==> config.mk <==
export PLATFORM = sky130hd
export DESIGN_NAME = sensor_alarm_ctrl
export DESIGN_NICKNAME = d
export VERILOG_FILES = /design/src/rtl/sensor_alarm_ctrl.sv
export SDC_FILE = /design/constraint.sdc
export NUM_CORES = 1
export LEC_CHECK = 0
export CORE_AREA = 10 10 109 111
export DETAILED_ROUTE_END_ITERATION = 7
export DIE_AREA = 0 0 119 121
export DONT_BUFFER_PORTS = 1
export PLACE_DENSITY = 0.69
export SETUP_SLACK_MARGIN = 0.15
export SYNTH_ARGS = -nofsm -noshare
export SYNTH_HDL_FRONTEND = slang
export SYNTH_SLANG_ARGS = --single-unit
==> constraint.sdc <==
create_clock -name CLK_puar -period 8 [get_ports CLK_puar]
set_input_delay 1.6 -clock CLK_puar [delete_from_list [all_inputs] [get_ports CLK_puar]]
set_output_delay 1.6 -clock CLK_puar [all_outputs]
set_load 0.05 [all_outputs]
==> src/rtl/sensor_alarm_ctrl.sv <==
// Sensor alarm controller: command decode, persistence-filtered sticky latches, alarm FSM, LED and SSD drive.
// Latency: state updates on the command byte's edge; alarm/leds/SSD follow one cycle later.
// Backpressure: none, one command per dato_valid strobe. LATCH_AUTOCLR_EN enables latch auto-clear.
module sensor_alarm_ctrl #(
    parameter int N_CH      = 4,
    parameter int PERSIST   = 3,
    parameter int SIL_TICKS = 50_000_000,
    parameter int BLINK_DIV = 12_500_000,
    parameter int SCAN_DIV  = 50_000
) (
    input  logic        CLK_puar,
    input  logic        reset,
    input  logic [7:0]  dato,
    input  logic        dato_valid,
    output logic        alarm,
    output logic [2:0]  leds,
    output logic [10:0] SSD
);
    localparam int CW = $clog2(PERSIST + 1);
    localparam int TW = $clog2(SIL_TICKS + 1);
    localparam int BW = $clog2(BLINK_DIV + 1);
    localparam int SW = $clog2(SCAN_DIV + 1);
    localparam logic [CW-1:0] PERSIST_C  = CW'(PERSIST);
    localparam logic [TW-1:0] SIL_LOAD   = TW'(SIL_TICKS - 1);
    localparam logic [BW-1:0] BLINK_LAST = BW'(BLINK_DIV - 1);
    localparam logic [SW-1:0] SCAN_LAST  = SW'(SCAN_DIV - 1);

    // Encoding doubles as the state code shown on digit 3.
    typedef enum logic [1:0] {
        ST_NORMAL   = 2'd0,
        ST_ALERT    = 2'd1,
        ST_ALARM    = 2'd2,
        ST_SILENCED = 2'd3
    } state_t;

    state_t          state, state_nx;
    logic [N_CH-1:0] raw, raw_nx;
    logic [N_CH-1:0] mask, mask_nx;
    logic [N_CH-1:0] latch, latch_nx;
    logic [CW-1:0]   cnt [N_CH];
    logic [CW-1:0]   cnt_nx [N_CH];
`ifdef LATCH_AUTOCLR_EN
    logic [CW-1:0]   zcnt [N_CH];
    logic [CW-1:0]   zcnt_nx [N_CH];
`endif
    logic [TW-1:0]   sil_timer, sil_nx;
    logic            blink;
    logic [BW-1:0]   blink_cnt;
    logic [SW-1:0]   scan_cnt;
    logic [1:0]      slot;
    logic            is_upd, is_sil, is_clr, is_msk;
    logic            unm_any, new_bit;
    logic [3:0]      lo_idx, pop, digit;
    logic            unused_dato;

    assign unused_dato = ^dato;
    assign is_upd = dato_valid && (dato[7:6] == 2'b00);
    assign is_sil = dato_valid && (dato[7:6] == 2'b01);
    assign is_clr = dato_valid && (dato[7:6] == 2'b10);
    assign is_msk = dato_valid && (dato[7:6] == 2'b11);

    function automatic logic [6:0] seg_font(input logic [3:0] v);
        case (v)
            4'd0:    seg_font = 7'h40;
            4'd1:    seg_font = 7'h79;
            4'd2:    seg_font = 7'h24;
            4'd3:    seg_font = 7'h30;
            4'd4:    seg_font = 7'h19;
            4'd5:    seg_font = 7'h12;
            4'd6:    seg_font = 7'h02;
            4'd7:    seg_font = 7'h78;
            4'd8:    seg_font = 7'h00;
            4'd9:    seg_font = 7'h10;
            default: seg_font = 7'h7F;
        endcase
    endfunction

    always_comb begin
        raw_nx   = raw;
        mask_nx  = mask;
        latch_nx = latch;
        cnt_nx   = cnt;
`ifdef LATCH_AUTOCLR_EN
        zcnt_nx  = zcnt;
`endif
        if (is_upd) begin
            raw_nx = dato[N_CH-1:0];
            for (int i = 0; i < N_CH; i++) begin
                if (raw_nx[i] && !mask[i]) begin
                    if (cnt[i] != PERSIST_C) cnt_nx[i] = cnt[i] + 1'b1;
                end else begin
                    cnt_nx[i] = '0;
                end
                if (cnt_nx[i] == PERSIST_C) latch_nx[i] = 1'b1;
`ifdef LATCH_AUTOCLR_EN
                if (!raw_nx[i]) begin
                    if (zcnt[i] != PERSIST_C) zcnt_nx[i] = zcnt[i] + 1'b1;
                end else begin
                    zcnt_nx[i] = '0;
                end
                if (zcnt_nx[i] == PERSIST_C) latch_nx[i] = 1'b0;
`endif
            end
        end
        if (is_clr) latch_nx = latch & raw;
        if (is_msk) mask_nx = dato[N_CH-1:0];
    end

    // Transitions look at post-update raw/mask/latch so a byte acts in its own cycle.
    always_comb begin
        state_nx = state;
        sil_nx   = sil_timer;
        unm_any  = |(raw_nx & ~mask_nx);
        new_bit  = |(latch_nx & ~latch);
        case (state)
            ST_NORMAL: begin
                if (|latch_nx)   state_nx = ST_ALARM;
                else if (unm_any) state_nx = ST_ALERT;
            end
            ST_ALERT: begin
                if (|latch_nx)    state_nx = ST_ALARM;
                else if (!unm_any) state_nx = ST_NORMAL;
            end
            ST_ALARM: begin
                if (!(|latch_nx)) begin
                    state_nx = ST_NORMAL;
                end else if (is_sil) begin
                    state_nx = ST_SILENCED;
                    sil_nx   = SIL_LOAD;
                end
            end
            ST_SILENCED: begin
                if (!(|latch_nx))           state_nx = ST_NORMAL;
                else if (new_bit)           state_nx = ST_ALARM;
                else if (is_sil)            sil_nx   = SIL_LOAD;
                else if (sil_timer == '0)   state_nx = ST_ALARM;
                else                        sil_nx   = sil_timer - 1'b1;
            end
            default: ;
        endcase
    end

    always_ff @(posedge CLK_puar) begin
        if (reset) begin
            state     <= ST_NORMAL;
            raw       <= '0;
            mask      <= '0;
            latch     <= '0;
            sil_timer <= '0;
            for (int i = 0; i < N_CH; i++) begin
                cnt[i] <= '0;
`ifdef LATCH_AUTOCLR_EN
                zcnt[i] <= '0;
`endif
            end
        end else begin
            state     <= state_nx;
            raw       <= raw_nx;
            mask      <= mask_nx;
            latch     <= latch_nx;
            sil_timer <= sil_nx;
            cnt       <= cnt_nx;
`ifdef LATCH_AUTOCLR_EN
            zcnt      <= zcnt_nx;
`endif
        end
    end

    // Blink phase restarts high on every ALARM entry, including re-sound after silence.
    always_ff @(posedge CLK_puar) begin
        if (reset) begin
            blink     <= 1'b0;
            blink_cnt <= '0;
            scan_cnt  <= '0;
            slot      <= 2'd0;
        end else begin
            if (state_nx == ST_ALARM && state != ST_ALARM) begin
                blink     <= 1'b1;
                blink_cnt <= '0;
            end else if (state == ST_ALARM) begin
                if (blink_cnt == BLINK_LAST) begin
                    blink     <= ~blink;
                    blink_cnt <= '0;
                end else begin
                    blink_cnt <= blink_cnt + 1'b1;
                end
            end
            if (scan_cnt == SCAN_LAST) begin
                scan_cnt <= '0;
                slot     <= slot + 2'd1;
            end else begin
                scan_cnt <= scan_cnt + 1'b1;
            end
        end
    end

    always_comb begin
        lo_idx = 4'hF;
        pop    = 4'd0;
        for (int i = N_CH - 1; i >= 0; i--) begin
            if (latch[i]) lo_idx = 4'(i);
        end
        for (int i = 0; i < N_CH; i++) begin
            pop = pop + {3'b000, latch[i]};
        end
        case (slot)
            2'd0:    digit = lo_idx;
            2'd1:    digit = pop;
            2'd2:    digit = 4'hF;
            default: digit = {2'b00, state};
        endcase
    end

    always_ff @(posedge CLK_puar) begin
        if (reset) begin
            alarm <= 1'b0;
            leds  <= 3'b001;
            SSD   <= 11'b1110_1111111;
        end else begin
            alarm <= (state == ST_ALARM);
            case (state)
                ST_NORMAL:   leds <= 3'b001;
                ST_ALERT:    leds <= 3'b010;
                ST_ALARM:    leds <= {blink, 2'b00};
                default:     leds <= 3'b100;
            endcase
            SSD <= {~(4'b0001 << slot), seg_font(digit)};
        end
    end
endmodule
## Yosys cells after proc, flatten, opt, wreduce, memory -nomap -nowiden

Memory sizes are Yosys's and may differ from the RTL's. A register that Yosys moved wholly into a read port is not among the register bits.
Cells that the tools add are included.

- Flip-flop bits (word level): 106
- Bits in read-only memories: 112
- Input port bits: 11
- Logic and storage cells: 136
- Memories kept: 1

Memory list:

| memory | depth | width | rd ports | clocked after memory_dff | wr ports | line | text |
|---|---|---|---|---|---|---|---|
| (no name shown) | 16 | 7 | 1 | 1 | 0 | 63 | `case (v)` |

- $add $sub $neg: 11
- Eq/ne operators: 25
- Shift operators: 1
- Multiplexer cells: 48
- Bitwise logic cells: 7
- Reductions and logical operators: 27

Operators by type and width:

| kind | count |
|---|---|
| 26-bit two-way mux | 6 |
| 26-bit one-hot mux with 2 select lines | 1 |
| 2-bit two-way mux | 22 |
| 4-bit two-way mux | 8 |
| 26-bit logical NOT | 1 |
| 26-bit by 1-bit subtractor with 26-bit output (second input constant) | 1 |
| 24-bit by 1-bit adder with 24-bit output (second input constant) | 1 |
| 24-bit == test (second input constant) | 1 |
| 24-bit two-way mux | 1 |
| 2-bit == test (second input constant) | 10 |
| 2-bit != test (second input constant) | 9 |
| 16-bit by 1-bit adder with 16-bit output (second input constant) | 1 |
| 16-bit == test (second input constant) | 1 |
| 4-bit bitwise AND | 3 |
| 4-bit inverter | 3 |
| 4-bit one-hot mux with 3 select lines | 1 |
| 4-bit OR reduction | 3 |
| 2-bit by 1-bit adder with 2-bit output (second input constant) | 5 |
| 1-bit logical AND | 9 |
| 3-bit one-hot mux with 3 select lines | 1 |
| 2-bit one-hot mux with 4 select lines | 1 |
| 1-bit two-way mux | 7 |
| 2-bit by 1-bit == test with 1-bit output (second input constant) | 3 |
| 2-bit logical NOT | 3 |
| 11 further kinds | 17 |

## Logic depth before layout (Yosys ltp)

- Depth after elaboration: 17
- Gate-level depth with buffers: 11

## Worst setup path before layout

Ideal clock, no wire load.

- Kind: input port to flip-flop
- Start: in dato[6]
- End: reg sil_timer[9]
- Arrival: 3412 ps
- Slack: 4454 ps
- Stages on the path: 9
- Path buffers: 3
- Path through: buf_2 nor3b_4 o41ai_1 and4_4 or3_1 clkbuf_1 buf_2 o311ai_0 o31ai_1

- Cells in the longest elaborated chain, start to end: 8
- Elaborated cells on any way between the ends: 21
- Those cells by class: eq/ne (7); mux (6); bitwise (1); reduce/logical (7)

Ends and longest elaborated chain:

| what | line | text |
|---|---|---|
| from (decl) | 13 | `input logic [7:0] dato,` |
| 2-bit logical NOT | 57 | `assign is_upd = dato_valid && (dato[7:6] == 2'b00);` |
| 1-bit logical AND | 57 |  |
| 4-bit two-way mux | 86 | `if (is_upd) begin` |
| 4-bit two-way mux | 105 | `if (is_clr) latch_nx = latch & raw;` |
| 4-bit bitwise AND | 114 | `new_bit = \|(latch_nx & ~latch);` |
| 4-bit OR reduction | 114 |  |
| 2-bit != test (no source line) | n/a |  |
| 6-bit AND reduction (no source line) | n/a |  |
| to (signal assigned) | 161 | `sil_timer <= sil_nx;` |
| to (decl) | 46 | `logic [TW-1:0] sil_timer, sil_nx;` |

Several ways; a longest one is shown, not always the timed one. The select of a mux whose other input is x is not followed.
A chain may end at the register's enable or synchronous reset.

## Final worst setup path

- Start: in dato[7]
- End: reg blink_cnt[13]

- Cells in the longest elaborated chain, start to end: 12
- Elaborated cells on any way between the ends: 31
- Those cells by class: eq/ne (4); mux (14); bitwise (3); reduce/logical (10)

Ends and longest elaborated chain:

| what | line | text |
|---|---|---|
| 2-bit logical NOT / 2-bit == test (equally long branches) | 57, 60 |  |
| 1-bit logical AND, on equally long branches | 57, 60 |  |
| 4-bit two-way mux, on equally long branches | 86, 106 |  |
| 4-bit two-way mux / 4-bit inverter (equally long branches) | 105, 113 |  |
| 4-bit bitwise AND, on equally long branches | 114, 113 |  |
| 4-bit OR reduction, on equally long branches | 114, 113 |  |
| 2-bit two-way mux, on equally long branches | 134, 118, 122 |  |
| 2-bit two-way mux, on equally long branches | 133, 117, 121 |  |
| 2-bit one-hot mux with 4 select lines * | 115 | `case (state)` |
| 2-bit == test * | 177 | `if (state_nx == ST_ALARM && state != ST_ALARM) begin` |
| 1-bit logical AND * | 177 |  |
| 2-bit OR reduction (no source line) * | n/a |  |
| to (signal assigned) | 185 | `blink_cnt <= blink_cnt + 1'b1;` |
| to (decl) | 48 | `logic [BW-1:0] blink_cnt;` |

Mark *: on every way between the ends. The rest lies on a longest branch, timed or not.

==> run metrics <==
Worst-path clk slew=0.09 ns; all-layer global routing usage=0.153; WP data arrival=4.06 ns; CP max stage delay=0.83 ns; maximum vdd drop=0.0867 mV; mux contribution to synthesized area=0.0142; combinational power share=0.026; Final Util=0.572; XOR/XNOR share of the synthesized area=0.0675; max-slew violations=0; Clk network pwr share=0.409; cells after synthesis=619; H-tree level count=3; CTS tree=built; first-pass iteration count of the detailed router=5; Max Fanout on Critical Path=18; final hold violations=0; Clk Latency, worst-skew pair=0.37 ns; Reg2Reg Depth=6; Placement Cell Area=5270 sq um; Synth Register Bits=106; GRT Residual Overflow=0; initial antenna violation count=0; Final min period=about 3.8 ns; hold slack final=0.470 ns; Hold-fix buffers, CTS=0; sw frac=0.215; number of port buffers=0; Setup TNS=0 ns; crit path buf inv count=0; share of layout cells above drive strength 1=0.0474; Seq/Total Area, Yosys=0.409; crit path capture type=flop; die area=around 14,000 sq um; Via-to-Cell Ratio=between 5 and 6; Hold Path Class=flop to flop; antenna viol nets, final=0; fin area=5510 sq um; cts bufs inserted=9; Primary FF master, synth=dfxtp_1; placer's final routability congestion estimate=0.835; average size of a mapped cell=about 8.4 sq um; Synth Area in Simple Gates=0.291; # Post-CTS Setup Buffers=0; CTS Sinks=106; post-synth cell types=62; Remaining DRCs=0; Starting Density=0.539; Synth area leader=dfxtp_1; antenna cells=0; leakage=1.99 nW; synth warn=0; critical path launch point type=primary input; Area Growth Syn to Fin=6.12%; slew margin rel.=0.253; synthesized-area fraction occupied by adder cells=0.0448; Resized cells post-CTS=0; Die Wd=119 microns; Compound-Gate Fraction of Synth Area=0.142; Critical-path top delay cell=o211ai_1; CTS root buf=clkbuf_8; hold endpoint=scan_cnt[0]$_SDFF_PP0_; unrepaired setup endpoints after global routing=no; fin crit share=0.480; core footprint=9640 sq um; main combinational cell family by area after synthesis=simple AND/OR/NAND/NOR gates; Finished Layout Cells=745; CTS Buffer Depth=2; worst r2r src=sil_timer[15]$_SDFFE_PP0P_; Synth top area share=0.409; CP delay by family, top=compound AO/OA/AOI/OAI gates; detailed-route via count=4,318; achievable frequency=261 MHz; Switching Power=slightly above 0.2 mW; Hold Path Depth=1; Cell Chain, Critical Path=nor3b_4, nand4_1, o2111ai_1, o21bai_2, o211ai_1, nor2_1; final setup violation count=0; Cell Pwr Density=173 nW/um^2; Post-synth top cells=dfxtp_1, nor2_1, nand2_1, a21oi_1, nand3_1; post-detail-place hpwl=7520 microns; fin nets=between 600 and 700; boundary pin count=26; Routed WL=10,900 microns; Power Internal=0.750 mW; R2R Setup Slk=4.82 ns; placed insts=729; outcome=finished clean; Post-Syn Area=5190 sq um; min-delay src=scan_cnt[0]$_SDFF_PP0_; slew at the pin with the worst max-slew slack=1.11 ns; Worst Skew=0.0104 ns; First DRT Iteration DRCs=300; die height=121 microns; vias in the first global route=3,994; reg2reg end=blink_cnt[13]$_SDFFE_PP0P_; critical path data required time=8.22 ns; routed len/inst=14.6 microns; syn_nets=roughly 650; Sequential Power Share=0.565; largest net degree at the start of global routing=53; row cnt=36; CP Class=primary input to flop; most common cell in the synthesized netlist=dfxtp_1; ranking of synthesized cells by area=dfxtp_1, nor2_1, nand2_1; number of synthesized flops with an enable pin=0; post-synthesis async set-or-reset flop share=0; max-cap viol count=0; first-pass GRT wire length=19,000 microns
## layer usage
| metal | global-route usage | routed length, microns | vias to the layer above |
|---|---|---|---|
| li1 | - | - | 2184 |
| met1 | 0.198 | 5270 | 2038 |
| met2 | 0.248 | 4980 | 81 |
| met3 | 0.0330 | 512 | 15 |
| met4 | 0.0527 | 123 | 0 |
| met5 | 0 | 0 | - |
## flip-flops by register name, summed over array words and instances (netlist names)
name	cells
latch	4
cnt	8
SSD	11
alarm	1
state	2
leds	3
mask	4
scan_cnt	16
slot	2
sil_timer	26
blink_cnt	24
blink	1
raw	4
## power by group through the flow
stage	Clock, mW	Sequential [mW]	Combinational (mW)
global route	0.424	0.540	0.0285
detailed placement	0	0.551	0.0249
CTS	0.402	0.539	0.0251
finish	0.391	0.539	0.0250
floorplan	0	0.549	0.0259
global placement	0	0.551	0.0241
## layout make-up
cell class                      instances  area, sq um
Inverter                               19         71.3
Clock inverter                          6          115
Fill cell                             910         4130
Sequential cell                       106         2120
Tap cell                              133          166
Multi-Input combinational cell        470         2900
Timing Repair Buffer                    1         7.51
Clock buffer                           10          128
## cell usage in the layout (no fill, tap or decap), types with 7 or more instances in the layout
cell,netlist,final
clkbuf_8,0,9
xnor2_1,22,22
a311oi_1,9,9
inv_1,18,18
nand3_1,25,25
a31oi_1,7,7
or3_1,11,11
dfxtp_1,106,106
o21ai_0,20,20
nand4_1,7,7
nor3_1,14,14
or4_1,12,12
nand2_1,69,69
nand2b_1,11,11
a21oi_1,45,45
xor2_1,18,18
nor2_1,82,82
nor4_1,10,10
ha_1,17,17
## kinds of logic after synthesis
kind of cell | after synthesis
and+or+nand+nor | 288
adders and majority gates | 18
xor gates and xnor gates | 40
DFF | 106
AOI/OAI and AO/OA | 117
muxes | 7
buffers and inverters | 43
## worst max-delay path by stage
| stage | endpoint | cells after the start | slack [ns] | startpoint |
|---|---|---|---|---|
| 2_1_floorplan | sil_timer[9]$_SDFFE_PP0P_ | 9 | 4.45 | dato[6] |
| 3_3_place_gp | blink_cnt[18]$_SDFFE_PP0P_ | 6 | 3.90 | dato[7] |
| 3_5_place_dp | blink_cnt[13]$_SDFFE_PP0P_ | 6 | 3.74 | dato[7] |
| 4_1_cts | blink_cnt[13]$_SDFFE_PP0P_ | 6 | 4.10 | dato[7] |
| 5_1_grt | blink_cnt[15]$_SDFFE_PP0P_ | 6 | 3.82 | dato[7] |
| 6_report | blink_cnt[13]$_SDFFE_PP0P_ | 6 | 4.16 | dato[7] |
## per-stage QoR
stage                     worst slack, ns  total power [mW]
final                                4.16             0.955
after global routing                 3.82             0.993
after CTS                            4.10             0.967
after detailed placement             3.74             0.576
after global placement               3.90             0.575
after floorplan                      4.45             0.575
## worst register-to-register path, stage by stage (launching register included)
cell and delay, ns:
dfxtp_1 0.37, or4_1 0.64, nor4_1 0.36, and4_1 0.55, o21bai_2 0.15, o211ai_1 0.83
nor2_1 0.13
(Power assumes the default switching activity.)
